### src/rtl/alu_pkg.sv
`default_nettype none
// ============================================================================
// Module   : alu_pkg
// Brief    : Shared opcodes, FSM encoding and instruction field layout for the
//            ALU issue sequencer.
// Revision : 1.0 - initial release
// ============================================================================

package alu_pkg;

    localparam int NUM_REGS_DFLT = 6;

    localparam logic [2:0] OP_ADD = 3'd0;
    localparam logic [2:0] OP_SUB = 3'd1;
    localparam logic [2:0] OP_AND = 3'd2;
    localparam logic [2:0] OP_OR  = 3'd3;
    localparam logic [2:0] OP_MUL = 3'd4;
    localparam logic [2:0] OP_DIV = 3'd5;
    localparam logic [2:0] OP_LDI = 3'd6;
    localparam logic [2:0] OP_NOP = 3'd7;

    localparam logic [1:0] ST_IDLE   = 2'd0;
    localparam logic [1:0] ST_DECODE = 2'd1;
    localparam logic [1:0] ST_EXEC   = 2'd2;
    localparam logic [1:0] ST_WB     = 2'd3;

    localparam int OPC_MSB = 15;
    localparam int OPC_LSB = 13;
    localparam int RD_MSB  = 12;
    localparam int RD_LSB  = 10;
    localparam int RS1_MSB = 9;
    localparam int RS1_LSB = 7;
    localparam int RS2_MSB = 6;
    localparam int RS2_LSB = 4;
    localparam int IMM_MSB = 9;
    localparam int IMM_LSB = 0;

    typedef struct packed {
        logic [2:0] opc;
        logic [2:0] rd;
        logic [2:0] rs1;
        logic [2:0] rs2;
        logic [9:0] imm;
    } instr_t;

    function automatic instr_t decode_instr(input logic [15:0] word);
        instr_t ins;
        ins.opc = word[OPC_MSB:OPC_LSB];
        ins.rd  = word[RD_MSB:RD_LSB];
        ins.rs1 = word[RS1_MSB:RS1_LSB];
        ins.rs2 = word[RS2_MSB:RS2_LSB];
        ins.imm = word[IMM_MSB:IMM_LSB];
        return ins;
    endfunction

    function automatic logic is_alu_op(input logic [2:0] opc);
        return opc <= OP_DIV;
    endfunction

    function automatic logic idx_ok(input logic [2:0] idx, input int depth);
        return int'(idx) < depth;
    endfunction

endpackage

`default_nettype wire

### src/rtl/alu_regfile.sv
`default_nettype none
// ============================================================================
// Module   : alu_regfile
// Brief    : NUM_REGS x 16 register file, two async reads, one sync write,
//            asynchronous clear. Out-of-range reads return 0.
// Revision : 1.0 - initial release
// ============================================================================

module alu_regfile
    import alu_pkg::*;
#(
    parameter int NUM_REGS = NUM_REGS_DFLT
) (
    input  logic        clk,
    input  logic        rst,
    input  logic        we,
    input  logic [2:0]  wa,
    input  logic [15:0] wd,
    input  logic [2:0]  ra1,
    output logic [15:0] rd1,
    input  logic [2:0]  ra2,
    output logic [15:0] rd2
);

    logic [15:0] r_mem [NUM_REGS];

    always_ff @(posedge clk or posedge rst) begin
        if (rst) begin
            for (int i = 0; i < NUM_REGS; i++) begin
                r_mem[i] <= '0;
            end
        end else if (we && idx_ok(wa, NUM_REGS)) begin
            r_mem[wa] <= wd;
        end
    end

    always_comb begin
        rd1 = '0;
        rd2 = '0;
        if (idx_ok(ra1, NUM_REGS)) rd1 = r_mem[ra1];
        if (idx_ok(ra2, NUM_REGS)) rd2 = r_mem[ra2];
    end

endmodule

`default_nettype wire

### src/rtl/alu_issue_seq.sv
`default_nettype none
// ============================================================================
// Module   : alu_issue_seq
// Brief    : Single-issue sequencer feeding a 16-bit ALU: decode, operand read,
//            settle wait, result capture and register writeback.
// Revision : 1.0 - initial release
// ============================================================================

module alu_issue_seq
    import alu_pkg::*;
#(
    parameter int SETTLE_CYC = 4,
    parameter int NUM_REGS   = NUM_REGS_DFLT
) (
    input  logic        clk,
    input  logic        rst,
    input  logic        in_valid,
    input  logic [15:0] in_instr,
    output logic        in_ready,
    output logic [15:0] alu_a,
    output logic [15:0] alu_b,
    output logic        alu_sub,
    output logic [2:0]  alu_op,
    input  logic [15:0] alu_result,
    input  logic        alu_cout,
    input  logic        alu_ovf,
    input  logic        alu_n,
    input  logic        alu_z,
    output logic        wb_valid,
    output logic [2:0]  wb_rd,
    output logic [15:0] wb_data,
    output logic        wb_err,
    output logic [3:0]  flags
);

    logic [1:0]  r_state;
    logic [1:0]  w_next_state;
    instr_t      r_instr;
    logic [3:0]  r_cnt;
    logic        r_err;
    logic [15:0] r_wb_data;
    logic [3:0]  r_flags_cap;
    logic [3:0]  r_flags;
    logic [15:0] r_alu_a;
    logic [15:0] r_alu_b;
    logic [2:0]  r_alu_op;
    logic        r_alu_sub;

    logic [15:0] w_rs1_val;
    logic [15:0] w_rs2_val;
    logic        w_is_alu;
    logic        w_dec_err;
    logic        w_exec_last;
    logic        w_rf_we;
    logic [3:0]  w_flags_new;

    alu_regfile #(
        .NUM_REGS (NUM_REGS)
    ) u_regfile (
        .clk (clk),
        .rst (rst),
        .we  (w_rf_we),
        .wa  (r_instr.rd),
        .wd  (r_wb_data),
        .ra1 (r_instr.rs1),
        .rd1 (w_rs1_val),
        .ra2 (r_instr.rs2),
        .rd2 (w_rs2_val)
    );

    assign w_is_alu    = is_alu_op(r_instr.opc);
    assign w_exec_last = (r_cnt == 4'(SETTLE_CYC - 1));
    assign w_rf_we     = (r_state == ST_WB) && !r_err && (r_instr.opc != OP_NOP);

    always_comb begin
        w_dec_err = 1'b0;
        if (w_is_alu) begin
            w_dec_err = !idx_ok(r_instr.rd, NUM_REGS) || !idx_ok(r_instr.rs1, NUM_REGS)
                     || !idx_ok(r_instr.rs2, NUM_REGS)
                     || (r_instr.opc == OP_DIV && w_rs2_val == '0);
        end else if (r_instr.opc == OP_LDI) begin
            w_dec_err = !idx_ok(r_instr.rd, NUM_REGS);
        end
    end

    // Only ADD/SUB trust the ALU's N/Z; logic/MUL/DIV flags are rebuilt from the result.
    always_comb begin
        w_flags_new = {2'b00, alu_result[15], alu_result == '0};
        if (r_instr.opc == OP_ADD || r_instr.opc == OP_SUB) begin
            w_flags_new = {alu_cout, alu_ovf, alu_n, alu_z};
        end
    end

    always_ff @(posedge clk or posedge rst) begin
        if (rst) begin
            r_state <= ST_IDLE;
        end else begin
            r_state <= w_next_state;
        end
    end

    always_comb begin
        w_next_state = r_state;
        case (r_state)
            ST_IDLE:   if (in_valid) w_next_state = ST_DECODE;
            ST_DECODE: w_next_state = (w_is_alu && !w_dec_err) ? ST_EXEC : ST_WB;
            ST_EXEC:   if (w_exec_last) w_next_state = ST_WB;
            ST_WB:     w_next_state = ST_IDLE;
            default:   w_next_state = ST_IDLE;
        endcase
    end

    always_comb begin
        in_ready = 1'b0;
        wb_valid = 1'b0;
        wb_rd    = '0;
        wb_data  = '0;
        wb_err   = 1'b0;
        case (r_state)
            ST_IDLE: in_ready = !rst;
            ST_WB: begin
                wb_valid = 1'b1;
                wb_rd    = (r_instr.opc == OP_NOP) ? 3'd0 : r_instr.rd;
                wb_data  = r_wb_data;
                wb_err   = r_err;
            end
            default: ;
        endcase
    end

    always_ff @(posedge clk or posedge rst) begin
        if (rst) begin
            r_instr     <= '0;
            r_cnt       <= '0;
            r_err       <= 1'b0;
            r_wb_data   <= '0;
            r_flags_cap <= '0;
            r_flags     <= '0;
            r_alu_a     <= '0;
            r_alu_b     <= '0;
            r_alu_op    <= '0;
            r_alu_sub   <= 1'b0;
        end else begin
            case (r_state)
                ST_IDLE: begin
                    if (in_valid) begin
                        r_instr <= decode_instr(in_instr);
                        r_cnt   <= '0;
                    end
                end
                ST_DECODE: begin
                    r_err     <= w_dec_err;
                    r_wb_data <= (r_instr.opc == OP_LDI && !w_dec_err) ? {6'b0, r_instr.imm} : 16'd0;
                    if (w_is_alu && !w_dec_err) begin
                        r_alu_a   <= w_rs1_val;
                        r_alu_b   <= w_rs2_val;
                        r_alu_op  <= r_instr.opc;
                        r_alu_sub <= (r_instr.opc == OP_SUB);
                    end
                end
                ST_EXEC: begin
                    r_cnt <= r_cnt + 4'd1;
                    if (w_exec_last) begin
                        r_wb_data   <= alu_result;
                        r_flags_cap <= w_flags_new;
                    end
                end
                ST_WB: begin
                    if (w_is_alu && !r_err) r_flags <= r_flags_cap;
                end
                default: ;
            endcase
        end
    end

    assign alu_a   = r_alu_a;
    assign alu_b   = r_alu_b;
    assign alu_op  = r_alu_op;
    assign alu_sub = r_alu_sub;
    assign flags   = r_flags;

endmodule

`default_nettype wire

### config.mk
export PLATFORM = sky130hd
export DESIGN_NAME = alu_issue_seq
export DESIGN_NICKNAME = d
export VERILOG_FILES = /design/src/rtl/alu_pkg.sv /design/src/rtl/alu_regfile.sv /design/src/rtl/alu_issue_seq.sv
export SDC_FILE = /design/constraint.sdc
export NUM_CORES = 1
export LEC_CHECK = 0
export ABC_AREA = 1
export BUFFER_PORTS_ARGS = -buffer_cell sky130_fd_sc_hd__buf_2
export CORE_MARGIN = 8
export CORE_UTILIZATION = 30
export CTS_CLUSTER_DIAMETER = 30
export DETAILED_ROUTE_END_ITERATION = 10
export MAX_ROUTING_LAYER = met4
export SETUP_SLACK_MARGIN = 0.05
export SLEW_MARGIN = 10
export SYNTH_ARGS = -nofsm -noshare
export SYNTH_HDL_FRONTEND = slang
export SYNTH_SLANG_ARGS = --single-unit
### constraint.sdc
create_clock -name clk -period 6.68 [get_ports clk]
set_input_delay 0.334 -clock clk [delete_from_list [all_inputs] [get_ports clk]]
set_output_delay 0.334 -clock clk [all_outputs]
set_load 0.02 [all_outputs]
==> Word level (Yosys, flattened, before mapping) <==
Index checks and enable logic that the tools add are counted.
{ "word_totals": {"register_bits": 185, "input_bits": 39, "out_inout_bits": 62, "elab_cells": 104} }
{ "classes": {"addsub": 1, "n_lt_le_gt_ge": 8, "n_eq_ne": 11, "n_mux": 29, "bitwise_logic": 3, "reduce_logical": 31} }
{ "ops": {"columns": ["operator", "n"], "rows": [
  ["$mux W16", 9],
  ["$bmux W16 S3", 2],
  ["$bwmux W96", 1],
  ["$demux W16 S3", 1],
  ["$logic_not A16 Y1", 2],
  ["$pmux W16 S2", 1],
  ["$reduce_and A2 Y1", 7],
  ["$ge A4 B4 Y1 const B", 3],
  ["$not A3 Y4", 3],
  ["$mux W10", 1],
  ["$eq A3 B3 Y1 const B", 3],
  ["$lt A3 B3 Y1 const B", 3],
  ["$logic_and A1 B1 Y1", 8],
  ["$mux W4", 2],
  ["$pmux W2 S4", 1],
  ["$pmux W4 S2", 1],
  ["$logic_not A1 Y1", 6],
  ["$mux W1", 6],
  ["$mux W3", 2],
  ["$add A4 B1 Y4 const B", 1],
  ["$eq A2 B2 Y1 const B", 2],
  ["$eq A4 B2 Y1 const B", 1],
  ["$logic_or A1 B1 Y1", 4],
  ["$lt A4 B1 Y1 const B", 1],
  ["9 further kinds", 12]
]} }

==> Longest topological paths before layout <==
{ "depth": {"depth_word": 13, "depth_mapped": 15, "mapped_depth_nobuf": 13} }

==> Cells and area by module <==
A second synthesis with hierarchy kept.
{ "hier_totals": {"hier_cells": 1365, "area_unflattened_um2": 9709.3} }
{ "by_module_without_submodules": {"columns": ["module", "instances", "cells_each", "area_per_inst_um2", "seq_area_each_um2"], "rows": [
  ["alu_regfile", 1, 860, 5586.6, 2402.3],
  ["alu_issue_seq", 1, 505, 4122.7, 2077.0]
]} }

==> Worst setup path before layout <==
No wires, ideal clock.
{ "synth_path": {"path_kind": "flip-flop to flip-flop", "start": "reg r_state[0]", "end": "reg u_regfile.r_mem[0] (netlist name)", "t_arrival_ns": 1.962, "t_required_ns": 6.555, "path_slack_ns": 4.594, "path_stages_with_launch": 8, "path_buffers": 1, "synth_period_minus_slack_ns": 2.086, "path_cell_list": "dfrtp_1 ha_1 inv_1 nor2_1 nand2_1 nor2_1 buf_2 mux2_2"} }
{ "synth_between": {"elab_chain_len": 4} }
{ "synth_rtl": {"columns": ["element", "line_no", "rtl"], "rows": [
  ["start: declaration", "alu_issue_seq.sv:36", "logic [1:0] r_state;"],
  ["start signal: assignment", "alu_issue_seq.sv:98", "r_state <= w_next_state;"],
  ["$eq A2 B2 Y1", "alu_issue_seq.sv:73", "assign w_rf_we = (r_state == ST_WB) && !r_err && (r_instr.opc != OP_NOP);"],
  ["$logic_and A1 B1 Y1 (2 in a row)", "alu_issue_seq.sv:73", null],
  ["$logic_and A1 B1 Y1", "alu_regfile.sv:32", "end else if (we && idx_ok(wa, NUM_REGS)) begin"],
  ["end signal: indexed assignment", "alu_regfile.sv:33", "r_mem[wa] <= wd;"],
  ["end: declaration", "alu_regfile.sv:25", "logic [15:0] r_mem [NUM_REGS];"]
]} }
Every way passes these cells.
A chain may end at the register's enable or synchronous reset.

==> Worst setup path after layout <==
{ "layout_path": {"start": "reg r_instr[11] (netlist name)", "end": "reg r_alu_b[5] (netlist: alu_b[5])"} }
{ "layout_between": {"elab_chain_len": 12, "word_cells_on_any_way": 15, "classes_between": "order compare (1); mux (5); bitwise (1); reduce/logical (8)"} }
{ "layout_rtl": {"columns": ["element", "line_no", "rtl"], "rows": [
  ["start: declaration", "alu_issue_seq.sv:38", "instr_t r_instr;"],
  ["start signal: assignment", "alu_issue_seq.sv:147", "r_instr <= decode_instr(in_instr);"],
  ["$not A3 Y4 (implied by the code)", "alu_regfile.sv:41", "if (idx_ok(ra2, NUM_REGS)) rd2 = r_mem[ra2];"],
  ["$bmux W16 S3", "alu_regfile.sv:41", null],
  ["$mux W16 (implied by the code) (2 in a row)", "alu_regfile.sv:41", null],
  ["$mux W16", "alu_regfile.sv:41", null],
  ["$logic_not A16 Y1", "alu_issue_seq.sv:80", "|| (r_instr.opc == OP_DIV && w_rs2_val == '0);"],
  ["$logic_and A1 B1 Y1", "alu_issue_seq.sv:80", null],
  ["$logic_or A1 B1 Y1", "alu_issue_seq.sv:80", null],
  ["$mux W1", "alu_issue_seq.sv:77", "if (w_is_alu) begin"],
  ["$logic_not A1 Y1", "alu_issue_seq.sv:154", "if (w_is_alu && !w_dec_err) begin"],
  ["$logic_and A1 B1 Y1", "alu_issue_seq.sv:154", null],
  ["$reduce_and A2 Y1 (no line)", null, null],
  ["end signal: assignment", "alu_issue_seq.sv:156", "r_alu_b <= w_rs2_val;"],
  ["end: declaration", "alu_issue_seq.sv:45", "logic [15:0] r_alu_b;"]
]} }
Parallel ways exist; a longest one is shown, timed or not. The select of a mux whose other input is x is not followed.

==> reports/summary.md <==
For the remaining antenna violation count after routing, the log shows 0. Gates resized during post-CTS repair numbered 0. The run finished with clean final reports.

Top fanout value on the critical path: 72. Counting the fill cells in the layout gives 3118. The run gives 35500 um^2 as the area of the die.

The synthesis-to-finish area growth came out at 15.7%. After clock tree synthesis, the flow added hold-fix buffers numbering 0. Across the routed clock network, the largest skew measured is 9.39 ps.

TritonCTS built the clock tree. The run gives 27000 um as the detailed-route wire length. Dividing the detail-routed wire length by the instance count gives 17.1 um.

STA puts the critical path data required time at 7020 ps. Timing would allow up to 276 MHz. The tools report the clock latency at the later pin of the worst-skew pair as 440 ps. By count the netlist is led by sky130_fd_sc_hd__nand2_1 (250), sky130_fd_sc_hd__dfrtp_1 (179), sky130_fd_sc_hd__o21ai_0 (144). The H-tree was split into 4 levels. By instance count, the leading cell after synthesis is sky130_fd_sc_hd__nand2_1. Synthesis produced a netlist with a net count of 1166. Measured along the x axis, the die boundary spans 188 um. The fraction of the core area covered by cells at the end of the flow came out at 35.0%. The share of final-layout standard cells stronger than drive strength 1 is 15.4%.

The logs give 0 for the final-report hold violation count and 50.2% for the share of the yosys chip area belonging to registers. The tools report the critical path launch point type as a flip-flop. In this run the static leakage power is 4.85 nW. The tools report the area used by multi-input combinational logic as 3620 um^2. Counting the buffers created by CTS gives 17.

STA puts the critical path data arrival time at 3960 ps. The tools report the root cell of the clock tree as sky130_fd_sc_hd__clkbuf_16. The logs give 19.7% for the headroom to the max-slew limit and 18100 um for the detailed placement HPWL.

The floorplan has 63 rows. Once layout is complete, the cells apart from fillers number 1579. The via count normalized by instance count was 4.97.

Entering global routing, the biggest net connects 79 pins. For the worst-case clock buffer depth, the log shows 2. The biggest area contributor in the post-synthesis netlist is sky130_fd_sc_hd__dfrtp_1.

The reported max-cap violation count was 0; the number of I/O pins was 101. The number of synthesized flops with an enable pin is 0. The height of the chip was 188 um.

The cell count after synthesis came out at 1122. Once the clock tree was built, the setup fixing pass inserted 0 buffers. In the final timing run, aggregate negative setup slack is 0 ps. The ratio of total power to cell area came out at 484 nW/um^2.

Worst hold-check path type: in -> async. Once placement finished, the instance area stood at 9680 um^2. Count of pins over their slew limit: 0.

The register-to-register path setup slack is 3060 ps, and the post-synthesis instance area is 8920 um^2. Setup repair after global routing left no endpoint under its margin. The yosys synthesis warning count was 0; the DRC marker count from the first detailed-route iteration was 713.

The net count of the finished layout was 1220; the worst reg2reg path depth was 10. Flip-flop and latch count after synthesis: 179. The tools report the initial antenna violation count as 0. The first global-routing pass estimated 43300 um of wire. The worst path uses 54.2% of the clock period. The run gives 0 as the number of antenna cells inserted. The effective utilization at floorplan is 30.3%. The global-route total usage across every layer is 15.7%. In the final layout, flip-flops and latches occupy 4480 um^2. The post-layout minimum cycle time was 3620 ps; the placer congestion estimate was 0.854.

The top cell type by area accounts for 50.2% of the synthesized area. Detailed routing inserted a total of 7848 vias. The synthesized netlist contains 28 unique library cells. For the pin with the worst max-slew slack, the measured transition is 1200 ps. The post-route DRC violation count is 0.

After synthesis, the mean cell area works out to 7.95 um^2. The worst register-to-register path begins at r_instr[11]. The core region is 29500 um^2. Across the VDD grid, the largest voltage drop is 0.000229 V.

The logs give 179 for the number of clock sinks and 26.1 ps for the worst hold margin. Start-to-end type of the worst setup path: reg -> reg. Counting flops with an async set or reset pin after synthesis yields a share of 100%. In the post-synthesis netlist, the biggest area contributors are sky130_fd_sc_hd__dfrtp_1 (50%), sky130_fd_sc_hd__nand2_1 (11%), sky130_fd_sc_hd__o21ai_0 (8.1%), sky130_fd_sc_hd__a21oi_1 (5.4%), sky130_fd_sc_hd__inv_1 (5.3%). Leading register cell type out of synthesis: sky130_fd_sc_hd__dfrtp_1. The sort of element at the end of the critical path is a flip-flop. Number of input and output port buffers inserted: 100. For the post-layout instance area, the log shows 10300 um^2. Global routing finished with a remaining overflow of 0. Number of failing setup endpoints in the final timing report: 0. The worst reg2reg path endpoint was alu_b[5]. Counting tap cells, the placed design contains a total of 1547 instances. The number of search-and-repair iterations in the first detailed-routing pass was 5; the CTS clock-pin slew for the worst setup and hold paths was 70 ps. The run gives 7703 as the via count of the first global-routing pass.
-- where the power goes --
part | leakage (nW) | total [mW] | switching [mW] | internal, mW
sequential | 2.33 | 1.89 | 0.415 | 1.47
combinational | 2.20 | 2.01 | 1.37 | 0.641
clock | 0.312 | 1.10 | 0.457 | 0.643
-- routing by layer --
layer  track usage, %  routed length (um)  vias to the layer above
li1                 -                   -                     3788
met1             21.6               12700                     3724
met2             22.9               11900                      298
met3             3.07                1840                       38
met4             5.17                 556                        0
met5                -                   0                        -
-- worst max-delay path, stage by stage, from the launching register on --
cell and delay (ps):
sky130_fd_sc_hd__dfrtp_1 960, sky130_fd_sc_hd__inv_2 540, sky130_fd_sc_hd__a21oi_1 270, sky130_fd_sc_hd__o21ai_0 130, sky130_fd_sc_hd__nand3_1 120, sky130_fd_sc_hd__nand2_1 100
sky130_fd_sc_hd__nand2_1 90, sky130_fd_sc_hd__nor2_1 50, sky130_fd_sc_hd__nand3_2 110, sky130_fd_sc_hd__nand4_4 720, sky130_fd_sc_hd__o21ai_1 410
-- worst max path at each step --
stage / start / depth (start not counted) / to
after floorplan: rst / 1 / alu_a[0]
after global placement: r_instr[11] / 11 / alu_b[0]
after detailed placement: r_instr[11] / 10 / alu_op[0]
after CTS: r_instr[11] / 10 / alu_b[5]
after global routing: r_instr[11] / 11 / alu_b[4]
final: r_instr[11] / 10 / alu_b[5]
-- cell type report --
| cell class | count | share of cell area (%) |
|---|---|---|
| flip-flops and latches | 179 | 43.4 |
| multi-input cells | 734 | 35.1 |
| repair buffers | 113 | 5.79 |
| inverters | 131 | 4.81 |
| well taps | 390 | 4.73 |
| clock buffers | 18 | 4.25 |
| clock inverters | 14 | 1.93 |
-- placed cells by master (no fill, tap or decap), drive strengths merged --
cell      count
nor3          1
a211oi        1
nor2         58
buf         113
clkinvlp      1
o22ai         3
o21ai       203
a21oi        97
o211ai        5
nand3        47
dfrtp       179
mux2         26
nor4          8
a221oi        1
inv         135
bufinv        4
clkinv        5
clkbuf       18
nand2       251
ha            5
a31oi        15
nand4        13
-- registers in the layout, indices dropped and copies added, names as in the netlist --
register,cells
u_regfile.r_mem,96
alu_a,16
alu_b,16
r_instr,16
r_wb_data,16
flags,4
r_cnt,4
r_flags_cap,4
alu_op,3
r_state,2
alu_sub,1
r_err,1
-- cell families (layout without fill, tap and decap cells) --
kind of cell | after synthesis | in the layout | synth area share, %
muxes | 26 | 26 | 3.28
AOI/OAI and AO/OA | 325 | 325 | 18.7
adders and majority gates | 5 | 5 | 0.701
buffers and inverters | 209 | 276 | 9.37
and+or+nand+nor | 378 | 378 | 17.8
DFF | 179 | 179 | 50.2
-- metrics by stage --
step	worst slack [ps]	power, mW
floorplan	1490	3.22
global placement	3210	3.87
detailed placement	3120	3.90
CTS	3120	5.01
global route	2750	5.35
finish	3060	4.99
Note: power is estimated with default switching activity, not from simulation.
